--- src/rtl/phy_rx_pkg.sv ---
// Shared definitions for the serial PHY receiver: FSM states, default symbols, counter widths.
// Latency: none (declarations only).
// Backpressure: none (declarations only).
package phy_rx_pkg;

    typedef enum logic [1:0] {
        ST_SEARCH = 2'd0,   // bit-by-bit hunt for COM
        ST_ALIGN  = 2'd1,   // byte boundary found, confirming with further COMs
        ST_ACTIVE = 2'd2    // locked, delivering data bytes to lanes
    } state_t;

    localparam logic [7:0] COM_DEF = 8'hBC;
    localparam logic [7:0] IDL_DEF = 8'h7C;

    // Width of a counter holding 0..n-1; never narrower than one bit so that
    // degenerate configurations (e.g. a single lane) still get a legal vector.
    function automatic int cnt_w(input int n);
        return (n <= 1) ? 1 : $clog2(n);
    endfunction

    // Counter widths used by the receiver.
    function automatic int bit_cnt_w(input int w);
        return cnt_w(w);
    endfunction

    function automatic int com_cnt_w(input int com_count);
        return cnt_w(com_count + 1);
    endfunction

    function automatic int lane_ptr_w(input int lanes);
        return cnt_w(lanes);
    endfunction

    function automatic int loss_cnt_w(input int loss_limit);
        return cnt_w(loss_limit);
    endfunction

endpackage

--- src/rtl/phy_rx_deser.sv ---
// Serial-to-parallel shifter with a free-running bit counter marking byte boundaries.
// Latency: o_sr reflects the bit sampled on the previous edge; o_bnd is high while o_sr holds a full aligned symbol.
// Backpressure: none; one bit is consumed every clock.
// Ports: i_clk clock, i_rst sync active-high reset, i_bit serial input (MSB first),
//        i_sync restarts the symbol count (current o_sr is treated as a boundary symbol),
//        o_sr current shift register, o_bnd boundary strobe.
module phy_rx_deser
    import phy_rx_pkg::*;
#(
    parameter int W = 8
) (
    input  logic         i_clk,
    input  logic         i_rst,
    input  logic         i_bit,
    input  logic         i_sync,
    output logic [W-1:0] o_sr,
    output logic         o_bnd
);

    localparam int BW = bit_cnt_w(W);

    logic [W-1:0]  r_sr;
    logic [BW-1:0] r_bit_cnt;

    // r_bit_cnt counts bits of the next symbol already shifted in, minus one.
    // Clearing it on i_sync means the symbol currently in r_sr is a boundary,
    // so the next boundary appears exactly W shifts later.
    always_ff @(posedge i_clk) begin
        if (i_rst) begin
            r_sr      <= '0;
            r_bit_cnt <= '0;
        end else begin
            r_sr <= {r_sr[W-2:0], i_bit};
            if (i_sync || (r_bit_cnt == BW'(W - 1))) begin
                r_bit_cnt <= '0;
            end else begin
                r_bit_cnt <= r_bit_cnt + BW'(1);
            end
        end
    end

    assign o_sr  = r_sr;
    assign o_bnd = (r_bit_cnt == BW'(W - 1));

endmodule

--- src/rtl/phy_rx_lanes.sv ---
// Serial PHY receiver: hunts COM alignment, confirms lock, deserializes and stripes data bytes round-robin over LANES lanes.
// Latency: outputs update one clk_32f edge after the edge sampling a symbol's last bit; valid pulses last one cycle.
// Backpressure: none; the serial stream is never stalled, bytes are delivered as they complete.
// Ports: clk_32f bit clock, default_values sync active-high reset, data_in serial bit (MSB first);
//        active lock flag, valid/valid_out delivery pulses, data_out lane bytes (lane L at [L*W +: W]),
//        data_hexa last delivered byte.
// Optional macro PHY_RX_LOSS_EN: drop lock after LOSS_LIMIT boundary symbols without a COM.
module phy_rx_lanes
    import phy_rx_pkg::*;
#(
    parameter int           W          = 8,
    parameter int           LANES      = 4,
    parameter logic [W-1:0] COM        = W'(COM_DEF),
    parameter logic [W-1:0] IDL        = W'(IDL_DEF),
    parameter int           COM_COUNT  = 4,
    parameter int           LOSS_LIMIT = 64
) (
    input  logic                 clk_32f,
    input  logic                 default_values,
    input  logic                 data_in,
    output logic                 active,
    output logic                 valid,
    output logic [LANES*W-1:0]   data_out,
    output logic [LANES-1:0]     valid_out,
    output logic [W-1:0]         data_hexa
);

    localparam int CW  = com_cnt_w(COM_COUNT);
    localparam int LW  = lane_ptr_w(LANES);
    localparam int LSW = loss_cnt_w(LOSS_LIMIT);

    generate
        if (W < 4 || LANES < 1 || COM_COUNT < 1 || LOSS_LIMIT < 1) begin : g_bad_params
            $error("phy_rx_lanes: illegal parameter set");
        end
    endgenerate

    logic [W-1:0]       w_sr;
    logic               w_bnd;
    logic               w_sync;
    logic               w_is_com;
    logic               w_is_idl;

    state_t             r_state,    w_state_nx;
    logic [CW-1:0]      r_com_cnt,  w_com_cnt_nx;
    logic [LW-1:0]      r_lane,     w_lane_nx;
    logic [LSW-1:0]     r_loss,     w_loss_nx;
    logic [LANES*W-1:0] r_data_out, w_data_out_nx;
    logic [LANES-1:0]   r_valid_out, w_valid_out_nx;
    logic [W-1:0]       r_data_hexa, w_data_hexa_nx;
    logic               r_valid;

    phy_rx_deser #(.W(W)) u_deser (
        .i_clk  (clk_32f),
        .i_rst  (default_values),
        .i_bit  (data_in),
        .i_sync (w_sync),
        .o_sr   (w_sr),
        .o_bnd  (w_bnd)
    );

    assign w_is_com = (w_sr == COM);
    assign w_is_idl = (w_sr == IDL);

    always_ff @(posedge clk_32f) begin
        if (default_values) begin
            r_state     <= ST_SEARCH;
            r_com_cnt   <= '0;
            r_lane      <= '0;
            r_loss      <= '0;
            r_data_out  <= '0;
            r_valid_out <= '0;
            r_data_hexa <= '0;
            r_valid     <= 1'b0;
        end else begin
            r_state     <= w_state_nx;
            r_com_cnt   <= w_com_cnt_nx;
            r_lane      <= w_lane_nx;
            r_loss      <= w_loss_nx;
            r_data_out  <= w_data_out_nx;
            r_valid_out <= w_valid_out_nx;
            r_data_hexa <= w_data_hexa_nx;
            r_valid     <= |w_valid_out_nx;
        end
    end

    always_comb begin
        w_state_nx     = r_state;
        w_com_cnt_nx   = r_com_cnt;
        w_lane_nx      = r_lane;
        // The loss counter only means something while locked.
        w_loss_nx      = (r_state == ST_ACTIVE) ? r_loss : '0;
        w_data_out_nx  = r_data_out;
        w_valid_out_nx = '0;
        w_data_hexa_nx = r_data_hexa;
        w_sync         = 1'b0;

        case (r_state)
            ST_SEARCH: begin
                // Every bit position is a candidate until a COM is seen.
                if (w_is_com) begin
                    w_sync       = 1'b1;
                    w_com_cnt_nx = CW'(1);
                    w_state_nx   = (COM_COUNT == 1) ? ST_ACTIVE : ST_ALIGN;
                end
            end

            ST_ALIGN: begin
                if (w_bnd) begin
                    if (w_is_com) begin
                        w_com_cnt_nx = r_com_cnt + CW'(1);
                        if (r_com_cnt == CW'(COM_COUNT - 1)) begin
                            w_state_nx = ST_ACTIVE;
                        end
                    end else begin
                        w_state_nx   = ST_SEARCH;
                        w_com_cnt_nx = '0;
                    end
                end
            end

            ST_ACTIVE: begin
                if (w_bnd) begin
                    if (w_is_com) begin
                        w_lane_nx = '0;
                    end else if (!w_is_idl) begin
                        for (int l = 0; l < LANES; l++) begin
                            if (r_lane == LW'(l)) begin
                                w_data_out_nx[l*W +: W] = w_sr;
                                w_valid_out_nx[l]       = 1'b1;
                            end
                        end
                        w_data_hexa_nx = w_sr;
                        w_lane_nx = (r_lane == LW'(LANES - 1)) ? '0 : r_lane + LW'(1);
                    end
`ifdef PHY_RX_LOSS_EN
                    // Lock is dropped on the boundary that completes LOSS_LIMIT
                    // symbols without a COM; a data byte there is still delivered above.
                    if (w_is_com) begin
                        w_loss_nx = '0;
                    end else if (r_loss == LSW'(LOSS_LIMIT - 1)) begin
                        w_state_nx   = ST_SEARCH;
                        w_com_cnt_nx = '0;
                        w_lane_nx    = '0;
                        w_loss_nx    = '0;
                    end else begin
                        w_loss_nx = r_loss + LSW'(1);
                    end
`endif
                end
            end

            default: begin
                w_state_nx   = ST_SEARCH;
                w_com_cnt_nx = '0;
            end
        endcase
    end

    assign active    = (r_state == ST_ACTIVE);
    assign valid     = r_valid;
    assign data_out  = r_data_out;
    assign valid_out = r_valid_out;
    assign data_hexa = r_data_hexa;

endmodule

--- config.mk ---
export PLATFORM = sky130hd
export DESIGN_NAME = phy_rx_lanes
export DESIGN_NICKNAME = d
export VERILOG_FILES = /design/src/rtl/phy_rx_pkg.sv /design/src/rtl/phy_rx_deser.sv /design/src/rtl/phy_rx_lanes.sv
export SDC_FILE = /design/constraint.sdc
export NUM_CORES = 1
export LEC_CHECK = 0
export CAP_MARGIN = 5
export CELL_PAD_IN_SITES_DETAIL_PLACEMENT = 1
export CELL_PAD_IN_SITES_GLOBAL_PLACEMENT = 1
export CORE_MARGIN = 2
export CORE_UTILIZATION = 39
export CTS_BUF_LIST = sky130_fd_sc_hd__clkbuf_16
export DETAILED_ROUTE_END_ITERATION = 10
export GPL_ROUTABILITY_DRIVEN = 0
export HOLD_SLACK_MARGIN = 0.06
export PLACE_DENSITY_LB_ADDON = 0.1
export SYNTH_ARGS = -nofsm -noshare
export SYNTH_HDL_FRONTEND = slang
export SYNTH_SLANG_ARGS = --single-unit
--- constraint.sdc ---
create_clock -name clk_32f -period 1.8 [get_ports clk_32f]
set_input_delay 0.45 -clock clk_32f [delete_from_list [all_inputs] [get_ports clk_32f]]
set_output_delay 0.45 -clock clk_32f [all_outputs]
set_load 0.01 [all_outputs]
==> results.sh, run 1 <==
export IMPL_relSlewSlack_pct=63.9
export IMPL_finalCritPeriodShare_pct=93.4
export IMPL_synth_avg_cell_area_um2=10.2
export IMPL_rsz0062_at_grt="false"
export IMPL_async_flop_share_pct=0
export IMPL_cp_common_cell="ha_1"
export IMPL_synth_distinct_cells=38
export IMPL_crit_path_end_kind="register"
export IMPL_drt_first_pass_iters=3
export IMPL_critPathKind="reg2reg"
export IMPL_ys_seq_area_share_pct=49.3
export IMPL_hp_class="reg2reg"
export IMPL_grt_pass1_vias=2069
export IMPL_ys_flop_type="dfxtp_1"
export IMPL_fin_tns_setup_ns=0
export IMPL_cts_buffers=9
export IMPL_yosysWarnings=0
export IMPL_drt_iter0_drc=68
export IMPL_wl_per_cell_um=15.9
export IMPL_finalCriticalPeriod_ns=1.68
export IMPL_crit_arrival_ns=1.86
export IMPL_grt_busiest_layer="met2"
export IMPL_pwr_density_cell_nw_per_um2=913
export IMPL_p_leak_nw=1.60
export IMPL_grt_util_met3_pct=5.06
export IMPL_crit_buf_inv=0
export IMPL_cp_cell_sequence="ha_1, ha_1, nand3b_4, a311o_1, mux2i_1"
export IMPL_path_delay_family="compound AO/OA/AOI/OAI gates"
export IMPL_syn2layout_area_growth_pct=34.3
export IMPL_cts_root_buf="clkbuf_16"
export IMPL_met1_usage_pct=25.5
export IMPL_diodes=0
export IMPL_cts_clk_slew_worst_paths_ns=0.06
export IMPL_cts_tree="yes"
export IMPL_ant_nets=0
export IMPL_p_total_w=0.00314
export IMPL_antenna_found_initial=0
export IMPL_drt_total_wl_um=6180
export IMPL_ys_ff_latch=63
export IMPL_syn_inst=250
export IMPL_start_kind="register"
export IMPL_ir_drop_uv=574
export IMPL_initial_core_util_pct=40.3
export IMPL_drive_gt1_share_pct=12.5
export IMPL_fin_skew_ns=0.00579
export IMPL_io_buffer_count=48
export IMPL_grt_util_met2_pct=28.7
export IMPL_via_per_inst=4.98
export IMPL_finalMaxSlewViolations=0
export IMPL_die_area_um2=7230
export IMPL_ios=49
export IMPL_cp_slowest_cell="a311o_1"
export IMPL_worstPathMaxFanout=8
export IMPL_synth_area_um2=2560
export IMPL_timing_max_cap_violations=0
export IMPL_dp_slack_ns=0.0524
export IMPL_tightest_slew_ns=0.542
export IMPL_n_fill_cell=700
export IMPL_cts_sinks=63
export IMPL_dr_total_vias=1934
export IMPL_grt_pass1_wl_um=10600
export IMPL_synth_edff_count=0
export IMPL_rows=29
export IMPL_hold_violations=0
export IMPL_die_h_um=85
export IMPL_fin_ws_ns=0.119
export IMPL_syn_nets=261
export IMPL_clock_path_buffers=2
export IMPL_clock_latency_ns=0.32
export IMPL_finalSetupViolCount=0
export IMPL_fmax_mhz=595
export IMPL_grt_overflow=0
export IMPL_status="complete, no violations"
export IMPL_die_w_um=85
export IMPL_post_cts_setup_buffer_count=0
export IMPL_ctsHtreeMaxLevel=3
export IMPL_drcViolationCount=0
export IMPL_worstPathRequired_ns=1.98
export IMPL_nets=317
export IMPL_grt_max_degree=33
export IMPL_worst_path_largest_cell_delay_ns=0.52
export IMPL_post_dp_hpwl_um=4300
export IMPL_core_area_um2=6350
export IMPL_grt_use_total_pct=19.0
cell usage after synthesis, types with 2 or more instances:
master	instances	area (µm²)
nor4bb_1	2	20.0
and4b_1	2	20.0
o211ai_1	2	15.0
dfxtp_1	63	1260
mux2i_1	38	380
clkbuf_1	7	26.3
nor2b_1	2	12.5
a311o_1	4	40.0
nand3_1	5	25.0
o31ai_1	2	15.0
nor3b_1	2	15.0
nand2_1	48	180
o221ai_1	2	17.5
buf_6	7	78.8
and3_1	2	12.5
nor3_1	6	30.0
inv_1	18	67.6
o311ai_0	2	17.5
o221a_2	2	22.5
a31oi_1	4	25.0
ha_1	8	100
nor2_1	5	18.8
buf_4	2	15.0
final cells by class:
type / count / area (µm²) / area share (%)
clock buffer: 9 / 225 / 6.55
multi-input combinational: 151 / 1110 / 32.3
timing repair buffer: 62 / 609 / 17.7
sequential: 63 / 1260 / 36.7
clock inverter: 7 / 65.1 / 1.89
tap: 77 / 96.3 / 2.80
inverter: 19 / 71.3 / 2.07
flip-flops by register name (all words and copies together) (netlist names):
signal             flops
r_state                2
u_deser.o_sr           8
data_out              32
valid_out              4
r_com_cnt              3
r_lane                 2
data_hexa              8
valid                  1
u_deser.r_bit_cnt      3
metrics by stage:
stage | hold slack [ns] | std cells | util, % | area, µm²
2_1_floorplan | 0.483 | 250 | - | 2560
6_report | 0.464 | 388 | 54.1 | 3440
4_1_cts | 0.467 | 388 | 54.0 | 3430
3_5_place_dp | 0.456 | 372 | 49.5 | 3140
3_3_place_gp | 0.448 | 372 | 49.5 | 3140
5_1_grt | 0.483 | 388 | 54.1 | 3440
per-layer routing:
layer	share of wire, %	wire length [µm]
met5	0	0
met4	1.9	119
met3	3.7	230
met2	45	2800
met1	49	3030
cells by family (layout without fill, tap and decap cells):
logic type / Yosys count / after routing / share of synthesized area (%)
and+or+nand+nor: 81 / 81 / 16.1
buffers and inverters: 36 / 97 / 7.68
AOI/OAI and AO/OA: 22 / 22 / 7.19
adders and majority gates: 8 / 8 / 3.91
muxes: 38 / 38 / 14.9
xor gates and xnor gates: 2 / 2 / 0.978
DFF: 63 / 63 / 49.3
final timing paths:
check                       startpoint           end  slack [ns]  cells after the start
hold / removal             data_out[5]   data_out[5]        0.46                      2
setup reg to reg  u_deser.r_bit_cnt[0]  data_out[14]        0.12                      5
hold reg to reg            data_out[5]   data_out[5]        0.46                      2
setup / recovery  u_deser.r_bit_cnt[0]  data_out[14]        0.12                      5
where the power goes:
part           internal (W)  switching [W]
Sequential          0.00140     0.00000506
Combinational     0.0000231      0.0000354
Clock               0.00106       0.000612
Total               0.00249       0.000652
worst reg2reg max path: cells and delay by family (launching register included):
family          cells  cell delay (ns)
fa+ha+maj           2             0.37
simple gates        1             0.12
flops               1             0.34
compound gates      1             0.52
mux                 1             0.19
cell usage in the layout, fill, tap and decap left out, types with 2 or more instances in the layout:
cell type | synthesis | final
dfxtp_1 | 63 | 63
nand2_1 | 48 | 48
clkdlybuf4s50_1 | 0 | 47
mux2i_1 | 38 | 38
inv_1 | 18 | 19
buf_4 | 2 | 12
clkbuf_16 | 0 | 9
ha_1 | 8 | 8
nor2_1 | 5 | 5
nand3_1 | 5 | 5
nor3_1 | 6 | 5
a31oi_1 | 4 | 4
clkinv_2 | 0 | 3
nor2b_1 | 2 | 2
a311o_1 | 4 | 2
a311o_2 | 0 | 2
and4b_1 | 2 | 2
nor4bb_1 | 2 | 2
nor3b_1 | 2 | 2
o211ai_1 | 2 | 2
o221ai_1 | 2 | 2
o311ai_0 | 2 | 2
o31ai_1 | 2 | 2
and3_1 | 2 | 2
o221a_2 | 2 | 2
buf_12 | 0 | 2
what timing repair did:
item                       in CTS  in global routing
gates resized for setup         1                  3
hold buffers                    0                  0
setup endpoints to repair       1                 15
No activity file was read; power rests on OpenSTA's default activity.
==> run 2, diff against run 1 <==
--- a/config.mk
+++ b/config.mk
@@ -5,6 +5,7 @@
 export SDC_FILE = /design/constraint.sdc
 export NUM_CORES = 1
 export LEC_CHECK = 0
+export ABC_CLOCK_PERIOD_IN_PS = 1800
 export CAP_MARGIN = 5
 export CELL_PAD_IN_SITES_DETAIL_PLACEMENT = 1
 export CELL_PAD_IN_SITES_GLOBAL_PLACEMENT = 1
==> results of run 2 <==
Same layout as run 1: the final DEF is identical, and so are final timing and power.
==> run 3, diff against run 2 <==
--- a/config.mk
+++ b/config.mk
@@ -15,6 +15,7 @@
 export DETAILED_ROUTE_END_ITERATION = 10
 export GPL_ROUTABILITY_DRIVEN = 0
 export HOLD_SLACK_MARGIN = 0.06
+export MAX_ROUTING_LAYER = met4
 export PLACE_DENSITY_LB_ADDON = 0.1
 export SYNTH_ARGS = -nofsm -noshare
 export SYNTH_HDL_FRONTEND = slang
==> run 3 against run 2 <==
Non-clock buffer count unchanged. Cell count unchanged. Global-route usage increased by 0.57 points. Flip-flop and latch count unchanged. Sequential power about the same. Routed wire length decreased by 0.16%. First-iteration DRC count decreased by 1.5%. Clock skew increased by 0.0011 ns. Combinational power about the same. Power about the same. Highest routed layer unchanged.
==> results.sh, run 3 (synthesis results as in run 1) <==
export IMPL_dr_total_vias=1923
export IMPL_rows=29
export IMPL_crit_buf_inv=1
export IMPL_cts_buffers=9
export IMPL_largest_register_ffs=32
export IMPL_fin_tns_setup_ns=0
export IMPL_finalCriticalPeriod_ns=1.69
export IMPL_p_leak_nw=1.60
export IMPL_status="complete, no violations"
export IMPL_io_buffer_count=48
export IMPL_path_delay_family="buffers and inverters"
export IMPL_ctsHtreeMaxLevel=3
export IMPL_drt_iter0_drc=67
export IMPL_core_area_um2=6350
export IMPL_post_route_util_pct=54.1
export IMPL_fin_ws_ns=0.109
export IMPL_die_area_um2=7230
export IMPL_die_w_um=85
export IMPL_timing_max_cap_violations=0
export IMPL_grt_pass1_wl_um=10600
export IMPL_tightest_slew_ns=0.542
export IMPL_cts_sinks=63
export IMPL_post_dp_hpwl_um=4300
export IMPL_clock_path_buffers=2
export IMPL_finalMaxSlewViolations=0
export IMPL_crit_arrival_ns=1.24
export IMPL_critPathKind="reg2out"
export IMPL_ios=49
export IMPL_grt_max_degree=33
export IMPL_clock_latency_ns=0.32
export IMPL_rsz0062_at_grt="false"
export IMPL_pwr_density_cell_nw_per_um2=914
export IMPL_holdBufCountCts=0
export IMPL_whs_ns=0.463
export IMPL_ir_drop_uv=574
export IMPL_worst_path_largest_cell_delay_ns=0.56
export IMPL_relSlewSlack_pct=63.9
export IMPL_grt_use_total_pct=19.6
export IMPL_fin_skew_ns=0.00689
export IMPL_crit_path_end_kind="primary output"
export IMPL_antenna_found_initial=0
export IMPL_cp_cell_sequence="clkdlybuf4s50_1"
export IMPL_drt_first_pass_iters=3
export IMPL_hold_violations=0
export IMPL_cp_slowest_cell="clkdlybuf4s50_1"
export IMPL_finalSetupViolCount=0
export IMPL_fmax_mhz=591
export IMPL_cts_clk_slew_worst_paths_ns=0.05
export IMPL_drt_total_wl_um=6170
export IMPL_cts_tree="yes"
export IMPL_syn2layout_area_growth_pct=34.3
export IMPL_worstPathRequired_ns=1.35
export IMPL_die_h_um=85
export IMPL_p_total_w=0.00314
export IMPL_via_per_inst=4.96
export IMPL_worstPathMaxFanout=2
export IMPL_drive_gt1_share_pct=12.5
export IMPL_cts_root_buf="clkbuf_16"
export IMPL_grt_overflow=0
export IMPL_dp_slack_ns=0.0524
export IMPL_nets=317
export IMPL_start_kind="register"
export IMPL_wl_per_cell_um=15.9
export IMPL_ant_nets=0
export IMPL_final_common_cell="dfxtp_1"
export IMPL_final_cell_mix="dfxtp_1 (63), nand2_1 (48), clkdlybuf4s50_1 (47), mux2i_1 (38), inv_1 (19)"
export IMPL_drcViolationCount=0
export IMPL_finalCritPeriodShare_pct=94.0
export IMPL_diodes=0
export IMPL_initial_core_util_pct=40.3
export IMPL_grt_pass1_vias=2084
export IMPL_hp_class="reg2reg"
-- run 3: per-stage QoR --
step | area (µm²) | std cells
2_1_floorplan | 2560 | 250
3_3_place_gp | 3140 | 372
3_5_place_dp | 3140 | 372
4_1_cts | 3430 | 388
5_1_grt | 3440 | 388
6_report | 3440 | 388
-- run 3: final cells by class --
cell class	count	area [µm²]
inverters	19	71.3
flip-flops and latches	63	1260
clock inverters	7	65.1
clock buffers	9	225
multi-input cells	151	1110
repair buffers	62	609
fillers	700	2910
well taps	77	96.3
-- run 3: worst paths after layout --
path / from / depth (start not counted) / endpoint / slack [ns]
worst max-delay path: data_out[24] / 1 / data_out[24] / 0.11
worst min-delay path: data_out[2] / 2 / data_out[2] / 0.46
worst max register to register: u_deser.r_bit_cnt[0] / 5 / data_out[14] / 0.12
worst min register to register: data_out[2] / 2 / data_out[2] / 0.46
-- run 3: layer usage --
metal | track usage, % | routed length (µm) | share of wire, % | up-vias
met5 | - | 0 | 0 | -
met4 | 8.66 | 119 | 1.9 | 0
met3 | 4.47 | 196 | 3.2 | 9
met2 | 28.7 | 2780 | 45 | 36
met1 | 25.9 | 3080 | 50 | 907
li1 | - | - | - | 971
-- run 3: power breakdown --
group          total (W)  switching, W  internal, W
Clock            0.00167      0.000613      0.00106
Combinational  0.0000586     0.0000355    0.0000231
Sequential       0.00141    0.00000508      0.00140
Total            0.00314      0.000654      0.00249
-- run 3: tightest hold or removal path, delay by kind of cell (launching register included) --
family        cells  cell delay [ns]
mux               1             0.06
flops             1             0.30
simple gates      1             0.05
-- run 3: repair_timing --
item | in CTS | in global routing
pin swaps | 0 | 0
resized for setup | 1 | 3
endpoints found under the hold margin | 0 | 0
setup endpoints to repair | 1 | 15
setup buffers | 0 | 0
